File: src/rtl/dma_ring_scheduler_if.sv
// Descriptor and completion-status channels shared by the ring scheduler and the DMA engine.
// The scheduler takes the master side: it issues descriptors and receives status.
interface dma_ring_scheduler_if #(
    parameter int AXI_ADDR_WIDTH = 32,
    parameter int LEN_WIDTH      = 16
) ();
    logic [AXI_ADDR_WIDTH-1:0] m_axis_desc_addr;
    logic [LEN_WIDTH-1:0]      m_axis_desc_len;
    logic                      m_axis_desc_tvalid;
    logic                      m_axis_desc_tready;
    logic [LEN_WIDTH-1:0]      s_axis_status_len;
    logic                      s_axis_status_error;
    logic                      s_axis_status_tvalid;

    modport master (
        output m_axis_desc_addr, m_axis_desc_len, m_axis_desc_tvalid,
        input  m_axis_desc_tready,
        input  s_axis_status_len, s_axis_status_error, s_axis_status_tvalid
    );

    modport slave (
        input  m_axis_desc_addr, m_axis_desc_len, m_axis_desc_tvalid,
        output m_axis_desc_tready,
        output s_axis_status_len, s_axis_status_error, s_axis_status_tvalid
    );
endinterface

File: src/rtl/dma_ring_scheduler.sv
// Receive-ring scheduler: hands out one buffer descriptor per free slot, records completion
// lengths per slot, and frees slots oldest-first on release pulses.
module dma_ring_scheduler #(
    parameter int AXI_ADDR_WIDTH = 32,
    parameter int LEN_WIDTH      = 16,
    parameter int SLOT_WIDTH     = 4
) (
    input  logic                      clk,
    input  logic                      rst_n,
    input  logic                      enable,
    input  logic [AXI_ADDR_WIDTH-1:0] cfg_base_adr,
    input  logic [LEN_WIDTH-1:0]      cfg_slot_size,
    input  logic [SLOT_WIDTH-1:0]     cfg_slot_count,
    dma_ring_scheduler_if.master      bus,
    input  logic                      release_i,
    output logic [SLOT_WIDTH-1:0]     fill_level,
    output logic [SLOT_WIDTH-1:0]     rd_index,
    output logic [LEN_WIDTH-1:0]      rd_len,
    output logic                      error_flag
);

    localparam logic [1:0] S_IDLE  = 2'd0;
    localparam logic [1:0] S_ISSUE = 2'd1;
    localparam logic [1:0] S_WAIT  = 2'd2;
    localparam logic [1:0] S_FULL  = 2'd3;

    localparam logic [SLOT_WIDTH-1:0] ONE_S = {{(SLOT_WIDTH-1){1'b0}}, 1'b1};

    logic [1:0]                state_q, state_d;
    logic [AXI_ADDR_WIDTH-1:0] base_q, base_d;
    logic [AXI_ADDR_WIDTH-1:0] addr_q, addr_d;
    logic [LEN_WIDTH-1:0]      size_q, size_d;
    logic [SLOT_WIDTH-1:0]     cnt_q, cnt_d;
    logic [SLOT_WIDTH-1:0]     wr_q, wr_d;
    logic [SLOT_WIDTH-1:0]     rd_q, rd_d;
    logic [SLOT_WIDTH-1:0]     fill_q, fill_d;
    logic                      err_q, err_d;

    logic [LEN_WIDTH-1:0] len_mem [0:(1<<SLOT_WIDTH)-1];

    logic                  status_fire;
    logic                  release_fire;
    logic                  wr_last;
    logic                  rd_last;
    logic [SLOT_WIDTH-1:0] fill_adj;

    assign status_fire  = (state_q == S_WAIT) && bus.s_axis_status_tvalid;
    assign release_fire = release_i && (fill_q != '0);
    assign wr_last      = (wr_q == cnt_q - ONE_S);
    assign rd_last      = (rd_q == cnt_q - ONE_S);

    always_comb begin
        state_d  = state_q;
        base_d   = base_q;
        addr_d   = addr_q;
        size_d   = size_q;
        cnt_d    = cnt_q;
        wr_d     = wr_q;
        rd_d     = rd_q;
        err_d    = err_q;
        fill_adj = fill_q;

        // Simultaneous fill and release cancel out in the occupancy count.
        if (status_fire && !release_fire)
            fill_adj = fill_q + ONE_S;
        else if (!status_fire && release_fire)
            fill_adj = fill_q - ONE_S;
        fill_d = fill_adj;

        if (status_fire) begin
            wr_d   = wr_last ? '0 : wr_q + ONE_S;
            addr_d = wr_last ? base_q : addr_q + AXI_ADDR_WIDTH'(size_q);
            err_d  = err_q | bus.s_axis_status_error;
        end
        if (release_fire)
            rd_d = rd_last ? '0 : rd_q + ONE_S;

        case (state_q)
            S_IDLE: begin
                if (enable && (cfg_slot_count != '0)) begin
                    state_d = S_ISSUE;
                    base_d  = cfg_base_adr;
                    addr_d  = cfg_base_adr;
                    size_d  = cfg_slot_size;
                    cnt_d   = cfg_slot_count;
                    wr_d    = '0;
                    rd_d    = '0;
                    fill_d  = '0;
                    err_d   = 1'b0;
                end
            end
            S_ISSUE: begin
                if (bus.m_axis_desc_tready)
                    state_d = S_WAIT;
            end
            S_WAIT: begin
                if (status_fire) begin
                    if (!enable)
                        state_d = S_IDLE;
                    else if (fill_adj == cnt_q)
                        state_d = S_FULL;
                    else
                        state_d = S_ISSUE;
                end
            end
            S_FULL: begin
                if (!enable)
                    state_d = S_IDLE;
                else if (release_fire)
                    state_d = S_ISSUE;
            end
            default: state_d = S_IDLE;
        endcase
    end

    always_ff @(posedge clk or negedge rst_n) begin
        if (!rst_n) begin
            state_q <= S_IDLE;
            base_q  <= '0;
            addr_q  <= '0;
            size_q  <= '0;
            cnt_q   <= '0;
            wr_q    <= '0;
            rd_q    <= '0;
            fill_q  <= '0;
            err_q   <= 1'b0;
        end else begin
            state_q <= state_d;
            base_q  <= base_d;
            addr_q  <= addr_d;
            size_q  <= size_d;
            cnt_q   <= cnt_d;
            wr_q    <= wr_d;
            rd_q    <= rd_d;
            fill_q  <= fill_d;
            err_q   <= err_d;
        end
    end

    // Length table holds only data; readers never look at a slot before it is filled.
    always_ff @(posedge clk) begin
        if (status_fire)
            len_mem[wr_q] <= bus.s_axis_status_len;
    end

    assign bus.m_axis_desc_tvalid = (state_q == S_ISSUE);
    assign bus.m_axis_desc_addr   = addr_q;
    assign bus.m_axis_desc_len    = size_q;
    assign fill_level             = fill_q;
    assign rd_index               = rd_q;
    assign rd_len                 = len_mem[rd_q];
    assign error_flag             = err_q;

endmodule

File: src/flat_wrapper.sv
// flat-port wrapper written by rule: the top's interface ports become plain ports
module dma_ring_scheduler_flat 
#(
    parameter int AXI_ADDR_WIDTH = 32,
    parameter int LEN_WIDTH      = 16,
    parameter int SLOT_WIDTH     = 4
)
  (clk, rst_n, enable, cfg_base_adr, cfg_slot_size, cfg_slot_count, release_i, fill_level, rd_index, rd_len, error_flag, bus_m_axis_desc_addr, bus_m_axis_desc_len, bus_m_axis_desc_tvalid, bus_m_axis_desc_tready, bus_s_axis_status_len, bus_s_axis_status_error, bus_s_axis_status_tvalid);
  dma_ring_scheduler_if #(.AXI_ADDR_WIDTH(AXI_ADDR_WIDTH), .LEN_WIDTH(LEN_WIDTH)) bus_i ();
  input  logic clk;
  input  logic rst_n;
  input  logic enable;
  input  logic [AXI_ADDR_WIDTH-1:0] cfg_base_adr;
  input  logic [LEN_WIDTH-1:0] cfg_slot_size;
  input  logic [SLOT_WIDTH-1:0] cfg_slot_count;
  input  logic release_i;
  output logic [SLOT_WIDTH-1:0] fill_level;
  output logic [SLOT_WIDTH-1:0] rd_index;
  output logic [LEN_WIDTH-1:0] rd_len;
  output logic error_flag;
  output wire logic [$bits(bus_i.m_axis_desc_addr)-1:0] bus_m_axis_desc_addr;
  output wire logic [$bits(bus_i.m_axis_desc_len)-1:0] bus_m_axis_desc_len;
  output wire logic [$bits(bus_i.m_axis_desc_tvalid)-1:0] bus_m_axis_desc_tvalid;
  input wire logic [$bits(bus_i.m_axis_desc_tready)-1:0] bus_m_axis_desc_tready;
  input wire logic [$bits(bus_i.s_axis_status_len)-1:0] bus_s_axis_status_len;
  input wire logic [$bits(bus_i.s_axis_status_error)-1:0] bus_s_axis_status_error;
  input wire logic [$bits(bus_i.s_axis_status_tvalid)-1:0] bus_s_axis_status_tvalid;
  assign bus_m_axis_desc_addr = bus_i.m_axis_desc_addr;
  assign bus_m_axis_desc_len = bus_i.m_axis_desc_len;
  assign bus_m_axis_desc_tvalid = bus_i.m_axis_desc_tvalid;
  assign bus_i.m_axis_desc_tready = bus_m_axis_desc_tready;
  assign bus_i.s_axis_status_len = bus_s_axis_status_len;
  assign bus_i.s_axis_status_error = bus_s_axis_status_error;
  assign bus_i.s_axis_status_tvalid = bus_s_axis_status_tvalid;
  dma_ring_scheduler #(.AXI_ADDR_WIDTH(AXI_ADDR_WIDTH), .LEN_WIDTH(LEN_WIDTH), .SLOT_WIDTH(SLOT_WIDTH)) u_core (.clk(clk), .rst_n(rst_n), .enable(enable), .cfg_base_adr(cfg_base_adr), .cfg_slot_size(cfg_slot_size), .cfg_slot_count(cfg_slot_count), .bus(bus_i), .release_i(release_i), .fill_level(fill_level), .rd_index(rd_index), .rd_len(rd_len), .error_flag(error_flag));
endmodule
File: config.mk
export PLATFORM = sky130hd
export DESIGN_NAME = dma_ring_scheduler_flat
export DESIGN_NICKNAME = d
export VERILOG_FILES = /design/src/rtl/dma_ring_scheduler_if.sv /design/src/rtl/dma_ring_scheduler.sv /design/src/flat_wrapper.sv
export SDC_FILE = /design/constraint.sdc
export NUM_CORES = 1
export LEC_CHECK = 0
export ABC_AREA = 1
export BUFFER_PORTS_ARGS = -buffer_cell sky130_fd_sc_hd__buf_2
export CAP_MARGIN = 20
export CORE_ASPECT_RATIO = 1.5
export CORE_MARGIN = 2
export CORE_UTILIZATION = 50
export DETAILED_ROUTE_END_ITERATION = 8
export HOLD_SLACK_MARGIN = 0.06
export MAX_ROUTING_LAYER = met4
export PLACE_DENSITY_LB_ADDON = 0.3
export SKIP_CTS_REPAIR_TIMING = 1
export SLEW_MARGIN = 20
export SYNTH_ARGS = -nofsm -noshare
export SYNTH_HDL_FRONTEND = slang
export SYNTH_SLANG_ARGS = --single-unit
File: constraint.sdc
create_clock -name clk -period 5.8 [get_ports clk]
set_clock_uncertainty 0.15 [all_clocks]
set_input_delay 0.29 -clock clk [delete_from_list [all_inputs] [get_ports clk]]
set_output_delay 0.29 -clock clk [all_outputs]
set_load 0.02 [all_outputs]
## Yosys cells after proc, flatten, opt, wreduce, memory -nomap -nowiden

Memory sizes are Yosys's and may differ from the RTL's.
Cells that the tools add are included.

| word-level totals | value |
|---|---|
| logic and storage cells | 68 |
| register bits | 99 |
| ROM bits | 0 |
| output and inout port bits | 74 |
| bits of input ports | 75 |
| memories | 1 |
| bits in latches | 0 |
| RAM bits | 256 |

| operators by class | value |
|---|---|
| reduce and logical (&&, ||, !) cells | 12 |
| add/sub/neg operators | 6 |
| $mul | 0 |
| bitwise operators | 1 |
| mux-type cells | 29 |
| shift operators | 0 |
| divide/modulo/power cells | 0 |
| equal/unequal tests | 10 |
| order comparisons | 0 |

Memory list:

| memory | words | width | rd ports | clocked after memory_dff | write ports | line | text |
|---|---|---|---|---|---|---|---|
| u_core.len_mem | 16 | 16 | 1 | 0 | 1 | dma_ring_scheduler.sv:39 | `logic [LEN_WIDTH-1:0] len_mem [0:(1<<SLOT_WIDTH)-1];` |

Operator list:

| operator | number |
|---|---|
| $mux 32 | 4 |
| $mux 4 | 12 |
| $add 32x16->32 | 1 |
| $mux 2 | 7 |
| $add 4x1->4 const B | 3 |
| $eq 4x4->1 | 3 |
| $pmux 2 s4 | 1 |
| $reduce_bool 4->1 | 2 |
| $sub 4x1->4 const B | 2 |
| $ne 2x1->1 const B | 3 |
| $logic_and 1x1->1 | 5 |
| $mux 1 | 5 |
| $eq 2x2->1 const B | 2 |
| $reduce_and 4->1 | 1 |
| $ne 3x2->1 const B | 1 |
| $eq 2x1->1 const B | 1 |
| $logic_not 1->1 | 2 |
| $logic_not 2->1 | 1 |
| $reduce_and 2->1 | 1 |
| $or 1x1->1 | 1 |

## Depth between registers and ports, before layout

Gate-level depths: netlist (run 1).

| logic depth | value |
|---|---|
| word-level depth | 11 |
| gate-level depth with buffers | 16 |
| mapped depth without buffers | 16 |

## Least setup slack after synthesis (run 1)

No wires, ideal clock.

| path | value |
|---|---|
| path type | reg2reg |
| start | register u_core.state_q[0] |
| end | memory u_core.len_mem[0][0], enable pin |
| library setup time | 0.388 ns |
| arrival | 1.899 ns |
| data required time | 5.262 ns |
| setup slack | 3.363 ns |
| period minus slack after synthesis | 2.437 ns |
| buffers on the path | 2 |
| cell stages (with the launch flop) | 8 |
| cells stage by stage | dfrtp_1 -> inv_2 -> nand3_4 -> inv_2 -> buf_4 -> buf_2 -> nand2_1 -> nor2_1 |

| between the ends | value |
|---|---|
| longest elaborated chain between the ends | 4 |

RTL lines:

| item | line | text |
|---|---|---|
| from (decl) | dma_ring_scheduler.sv:29 | `logic [1:0] state_q, state_d;` |
| from (signal assigned) | dma_ring_scheduler.sv:128 | `state_q <= state_d;` |
| $eq 2x2->1 | dma_ring_scheduler.sv:47 | `assign status_fire = (state_q == S_WAIT) && bus.s_axis_status_tvalid;` |
| $logic_and 1x1->1 | dma_ring_scheduler.sv:47 |  |
| $mux 1 | dma_ring_scheduler.sv:142 | `if (status_fire)` |
| $mux 1 (not written as such) | dma_ring_scheduler.sv:143 | `len_mem[wr_q] <= bus.s_axis_status_len;` |
| to (decl) | dma_ring_scheduler.sv:39 |  |

No other way between the ends.

## Final worst setup path (run 1)

| path | value |
|---|---|
| start | register u_core.rd_q[3], in the netlist u_core.rd_index[3] |
| end | output port rd_len[7] |

| between the ends | value |
|---|---|
| longest elaborated chain between the ends | 1 |

RTL lines:

| item | line | text |
|---|---|---|
| from (decl) | dma_ring_scheduler.sv:35 | `logic [SLOT_WIDTH-1:0] rd_q, rd_d;` |
| from (signal assigned) | dma_ring_scheduler.sv:134 | `rd_q <= rd_d;` |
| $mem_v2 16x16 | - |  |
| to (decl) | flat_wrapper.sv:19 | `output logic [LEN_WIDTH-1:0] rd_len;` |

No other way between the ends.

==> results.json, run 1 <==
{
  "synth_area_um2": 16500,
  "maxCapViolations": 0,
  "power.share.clock_pct": 21.1,
  "synth_area_leaders": "edfxtp_1, dfrtp_1, nand2_1, o21ai_0, nor2_1",
  "syn_area_per_cell_um2": 9.68,
  "path_cells": "clkinv_1 > o211ai_1 > nand2_1 > buf_2",
  "htreeDepth": 2,
  "power.net_switching_mw": 4.24,
  "syn_nets": 1809,
  "cp_top_family": "buffers and inverters",
  "crit_cells": 4,
  "yosysTopAreaCell": "edfxtp_1",
  "pin_count": 149,
  "port_buffers": 148,
  "mostFrequentLayoutCells": "nand2_1, edfxtp_1, nor2_1",
  "critPathLaunch": "u_core.rd_index[3]$_DFF_PN0_",
  "end_kind": "primary output",
  "hold_violations": 0,
  "hpwl_um": 27000,
  "syn_inst": 1709,
  "antenna_found_initial": 0,
  "reg2reg_depth": 10,
  "p_int_mw": 5.66,
  "area_growth_pct": 17.4,
  "power_switching_share_pct": 42.8,
  "ant_nets": 0,
  "die_h_um": 227,
  "endpoint": "rd_len[7]",
  "clk_pin_slew_worst_paths_ps": 60,
  "crit_path_max_fanout": 19,
  "finalCriticalPeriod_ps": 3560,
  "grt_pass1_wl_um": 66000,
  "ys_seq_area_share_pct": 61.5,
  "vias": 13019,
  "clock-sinks": 355,
  "timing.rr.end": "u_core.rd_index[2]$_DFF_PN0_",
  "cts_tree": "built",
  "hold-worst-slack_ps": 44.3,
  "drcViolationCount": 0,
  "drt_wl_total_um": 43400,
  "drtIter0Drc": 1000,
  "core_region_area_um2": 32600,
  "yosysUniqueCellTypes": 41,
  "grt_pass1_vias": 12421,
  "clock.fmax_mhz": 281,
  "slew_violations": 0,
  "first_pass_iters": 7,
  "synth_warnings": 0,
  "power.leakage_nw": 8.31,
  "relSlewSlack_pct": 22.6,
  "die_x_um": 152,
  "worstReg2RegStart": "u_core.state_q[1]$_DFFE_PN0P_",
  "status": "finished, final reports clean",
  "insertion_delay_ps": 520,
  "clk_path_buf_depth": 3,
  "vias_per_cell": 5.54,
  "power_density_nw_per_um2": 510,
  "ys.flop_type": "edfxtp_1",
  "synth_top_area_share_pct": 46.5,
  "crit_type": "reg -> out",
  "fin_setup_tns_ps": 0,
  "crit_arrival_ps": 3120,
  "grt_max_degree": 98,
  "overflow": 0,
  "synth_edf_count": 256,
  "die_area_um2": 34600,
  "slowest_delay_ps": 1000,
  "required_ps": 5360,
  "rrSetupSlack_ps": 2850,
  "fin_util_pct": 59.5,
  "gp_congestion": 0.966,
  "drive_above_1_share_pct": 13.4,
  "start_util_pct": 50.7,
  "grtUsageTotal_pct": 25.2,
  "critPathSlowestCell": "clkinv_1",
  "min_path_type": "in -> reg",
  "cts_buffers": 34,
  "peakVddDrop_mv": 0.366,
  "synth.ff_latch_count": 355,
  "clockRootBuffer": "clkbuf_16",
  "ys_async_sr_fraction_pct": 27.9,
  "finalCritPeriodShare_pct": 61.3,
  "final_common_cell": "nand2_1",
  "antennaDiodeCount": 0,
  "worstMarginPinSlew_ps": 1160,
  "start_kind": "flip-flop",
  "core.rowCount": 81,
  "setup_violations": 0,
  "nFillCells": 2675,
  "critPathBufInv": 2,
  "grt_setup_unrepaired": "no",
  "seq_power_share_pct": 35.5,
  "fin_nets": 2012,
  "wl_per_cell_um": 18.4,
  "combPwrFrac_pct": 43.4
}
worst reg2reg max path: stages, from the launching register on:
cell,delay (ps)
dfrtp_1,450
nor2_1,160
inv_1,100
nor2_4,100
buf_4,570
inv_2,510
buf_4,410
nand2_1,230
inv_1,70
nand3_1,60
inv_1,40
synthesized netlist by cell type (2+ instances only):
master,n
nand2_2,4
nand3_1,88
nor2_1,200
xor2_1,11
o21bai_1,2
nand3_2,2
o21ai_2,9
clkbuf_1,55
inv_2,7
xnor2_1,12
o22ai_1,19
o221ai_1,46
nor3_1,9
or2_2,3
o21ai_1,8
buf_2,18
nand2_1,490
o211ai_1,28
o21ai_0,152
inv_1,123
dfrtp_1,99
ha_1,24
a21oi_1,19
nor2_2,2
nand4_1,7
buf_1,2
edfxtp_1,256
power groups by stage:
stage | clock network (mW) | logic, mW | registers [mW]
floorplan | 0 | 2.89 | 3.62
global route | 2.21 | 4.80 | 3.56
CTS | 2.12 | 4.27 | 3.51
detailed placement | 0 | 4.25 | 3.55
global placement | 0 | 4.17 | 3.55
finish | 2.09 | 4.29 | 3.51
how the worst min path moves through the flow:
stage                           startpoint  depth (start not counted)                                         to  slack, ps
finish              bus_m_axis_desc_tready                          5              u_core.state_q[1]$_DFFE_PN0P_         40
global route                     release_i                          3               u_core.rd_index[1]$_DFF_PN0_         70
CTS                                  rst_n                          1              u_core.base_q[22]$_DFFE_PN0P_       -400
detailed placement                   rst_n                          1  u_core.bus.m_axis_desc_addr[24]$_DFF_PN0_        160
global placement                     rst_n                          1              u_core.base_q[24]$_DFFE_PN0P_        150
floorplan                            rst_n                          0               u_core.base_q[0]$_DFFE_PN0P_       -160
registers in the layout (all words and copies together) (netlist names):
signal / cells
u_core.base_q: 32
u_core.bus.m_axis_desc_addr: 32
u_core.bus.m_axis_desc_len: 16
u_core.cnt_q: 4
u_core.error_flag: 1
u_core.fill_level: 4
u_core.len_mem: 256
u_core.rd_index: 4
u_core.state_q: 2
u_core.wr_q: 4
routing by layer:
metal	part of all wire (%)	vias up	global-route usage (%)
met5	0	-	-
met4	4.4	0	11.0
met3	5.9	116	3.61
met2	53	471	45.3
met1	37	6218	28.1
li1	-	6214	-
through the flow:
stage                     instance area (um^2)  power, mW  std cells  setup WS (ps)
final                                    19400       9.90       2351           2240
after global routing                     19400       10.6       2351           2020
after CTS                                18700       9.90       2281           2190
after detailed placement                 17700       7.80       2221           2740
after global placement                   17700       7.72       2219           2770
after floorplan                          16500       6.51       1709           3360
cell type report:
| cell class | count | area (um^2) | area share, % |
|---|---|---|---|
| clock buffers | 44 | 920 | 4.74 |
| clock inverters | 16 | 114 | 0.586 |
| inverters | 132 | 502 | 2.58 |
| multi-input cells | 1144 | 5540 | 28.5 |
| flip-flops and latches | 355 | 10200 | 52.4 |
| well taps | 415 | 519 | 2.67 |
| repair buffers | 245 | 1650 | 8.52 |
cells by family (layout without fill, tap and decap cells):
| kind of cell | Yosys count | in the layout | synth area share, % |
|---|---|---|---|
| compound gates | 287 | 287 | 10.7 |
| xor+xnor | 23 | 23 | 1.22 |
| fa+ha+maj | 25 | 25 | 1.94 |
| buf+inv | 210 | 437 | 5.10 |
| flops | 355 | 355 | 61.5 |
| simple gates | 809 | 809 | 19.6 |
Note: power is estimated with default switching activity, not from simulation.
==> inputs of run 2 (changes only) <==
==> constraint.sdc (replaced) <==
create_clock -name clk -period 3.55 [get_ports clk]
set_clock_uncertainty 0.15 [all_clocks]
set_input_delay 0.1775 -clock clk [delete_from_list [all_inputs] [get_ports clk]]
set_output_delay 0.1775 -clock clk [all_outputs]
set_load 0.02 [all_outputs]
==> run 2 against run 1 <==
Worst setup slack lost 1800 ps. Critical endpoint is now rd_len[15]. Sequential power increased by 63%. Cell count up 0.55%. Sequential share of layout area fell by 0.30 points. Global-route usage increased by 0.48 points. Largest cell class unchanged.
==> results.json, run 2 (synthesis gave the netlist of run 1 again) <==
{
  "status": "finished, final reports clean",
  "p_int_mw": 9.29,
  "overflow": 0,
  "hold_violations": 0,
  "start_kind": "flip-flop",
  "die_area_um2": 34600,
  "peakVddDrop_mv": 0.519,
  "fin_setup_tns_ps": 0,
  "finalCriticalPeriod_ps": 3080,
  "slew_violations": 0,
  "crit_type": "reg -> out",
  "critPathBufInv": 3,
  "vias": 13063,
  "min_path_type": "in -> reg",
  "finalCritPeriodShare_pct": 86.7,
  "ant_nets": 0,
  "drcViolationCount": 0,
  "crit_cells": 7,
  "path_cells": "clkinv_2 > buf_4 > o21ai_0 > o221ai_1 > nand3_1 > nand2_1 > buf_2",
  "cts_tree": "built",
  "insertion_delay_ps": 530,
  "drive_above_1_share_pct": 13.8,
  "cts_buffers": 35,
  "gp_congestion": 0.962,
  "hold_depth": 5,
  "clockRootBuffer": "clkbuf_16",
  "grt_pass1_vias": 12594,
  "hpwl_um": 27900,
  "wl_per_cell_um": 18.7,
  "reg2reg_depth": 11,
  "top_register": "u_core.len_mem",
  "relSlewSlack_pct": 37.0,
  "grtUsageTotal_pct": 25.7,
  "grt_setup_unrepaired": "no",
  "end_kind": "primary output",
  "fin_nets": 2024,
  "power_switching_share_pct": 43.0,
  "start_util_pct": 50.7,
  "power.share.clock_pct": 21.1,
  "area_growth_pct": 18.1,
  "largest_reg_flops": 256,
  "setup_violations": 0,
  "clock.fmax_mhz": 325,
  "critPathSlowestCell": "dfrtp_4",
  "crit_path_max_fanout": 68,
  "worstMarginPinSlew_ps": 945,
  "die_h_um": 227,
  "layout_setup_ws_ps": 473,
  "clk_path_buf_depth": 3,
  "power.net_switching_mw": 7.02,
  "clock-sinks": 355,
  "mostFrequentLayoutCells": "nand2_1, edfxtp_1, nor2_1",
  "drt_wl_total_um": 44100,
  "power_density_nw_per_um2": 835,
  "pre_cts_slack_ps": 913,
  "core.rowCount": 81,
  "power.leakage_nw": 8.39,
  "final_common_cell": "nand2_1",
  "clk_pin_slew_worst_paths_ps": 60,
  "crit_arrival_ps": 2750,
  "grt_pass1_wl_um": 67100,
  "first_pass_iters": 5,
  "antennaDiodeCount": 0,
  "seq_power_share_pct": 35.1,
  "antenna_found_initial": 0,
  "grt_max_degree": 70,
  "drtIter0Drc": 899,
  "core_region_area_um2": 32600,
  "maxCapViolations": 0,
  "die_x_um": 152,
  "htreeDepth": 2,
  "cp_top_family": "buffers and inverters",
  "slowest_delay_ps": 690,
  "combPwrFrac_pct": 43.8,
  "port_buffers": 148,
  "required_ps": 3220,
  "pin_count": 149,
  "vias_per_cell": 5.53
}
[run 2: changes by cell type in the layout (fill, tap and decap cells not counted), sizes merged]
cell / delta
buf: +8
clkinv: +8
clkinvlp: -5
dlygate4sd3: +3
bufinv: -1
[run 2: cell type report]
cell class                      instances  area, um^2
Tap cell                              415         519
Multi-Input combinational cell       1144        5540
Inverter                              132         502
Clock buffer                           44         951
Fill cell                            2730       13100
Sequential cell                       355       10200
Clock inverter                         18        98.8
Timing Repair Buffer                  256        1750
[run 2: per-layer routing]
layer  share of wire [%]  track usage, %  vias up  wire length (um)
met5                   0               -        -                 0
li1                    -               -     6241                 -
met4                 4.3            11.7        0              1880
met1                  38            28.8     6231             16600
met3                 5.1            2.75      119              2270
met2                  53            46.5      472             23400
[run 2: power groups by stage]
stage	sequential (mW)	clock, mW	combinational, mW
after global routing	5.80	3.66	7.98
final	5.73	3.44	7.14
after CTS	5.72	3.50	7.10
after floorplan	5.92	0	4.72
after detailed placement	5.80	0	7.07
after global placement	5.77	0	6.93
[run 2: worst paths after layout]
check	startpoint	endpoint	slack (ps)
min in group asynchronous	rst_n	u_core.bus.m_axis_desc_len[4]$_DFFE_PN0P_	30
max reg2reg	u_core.cnt_q[0]$_DFFE_PN0P_	u_core.bus.m_axis_desc_addr[5]$_DFF_PN0_	890
min	enable	u_core.state_q[0]$_DFFE_PN0P_	5
max	u_core.rd_index[0]$_DFF_PN0_	rd_len[15]	470
min reg2reg	u_core.base_q[10]$_DFFE_PN0P_	u_core.base_q[10]$_DFFE_PN0P_	320
max in group asynchronous	rst_n	u_core.base_q[5]$_DFFE_PN0P_	2400
[run 2: worst min-delay path, delay by kind of cell]
kind / cells / cell delay, ps
buf+inv: 2 / 170
compound gates: 2 / 200
simple gates: 1 / 90
[run 2: per-stage QoR]
stage                     hold WS (ps)  instance area (um^2)  util, %  cells  power, mW
after floorplan                   -268                 16500        -   1709       10.6
after global placement            40.1                 17700     54.4   2229       12.7
after detailed placement          40.9                 17700     54.4   2229       12.9
after CTS                         -512                 18800     57.6   2291       16.3
after global routing              71.8                 19500     59.8   2364       17.4
final                             4.98                 19500     59.8   2364       16.3
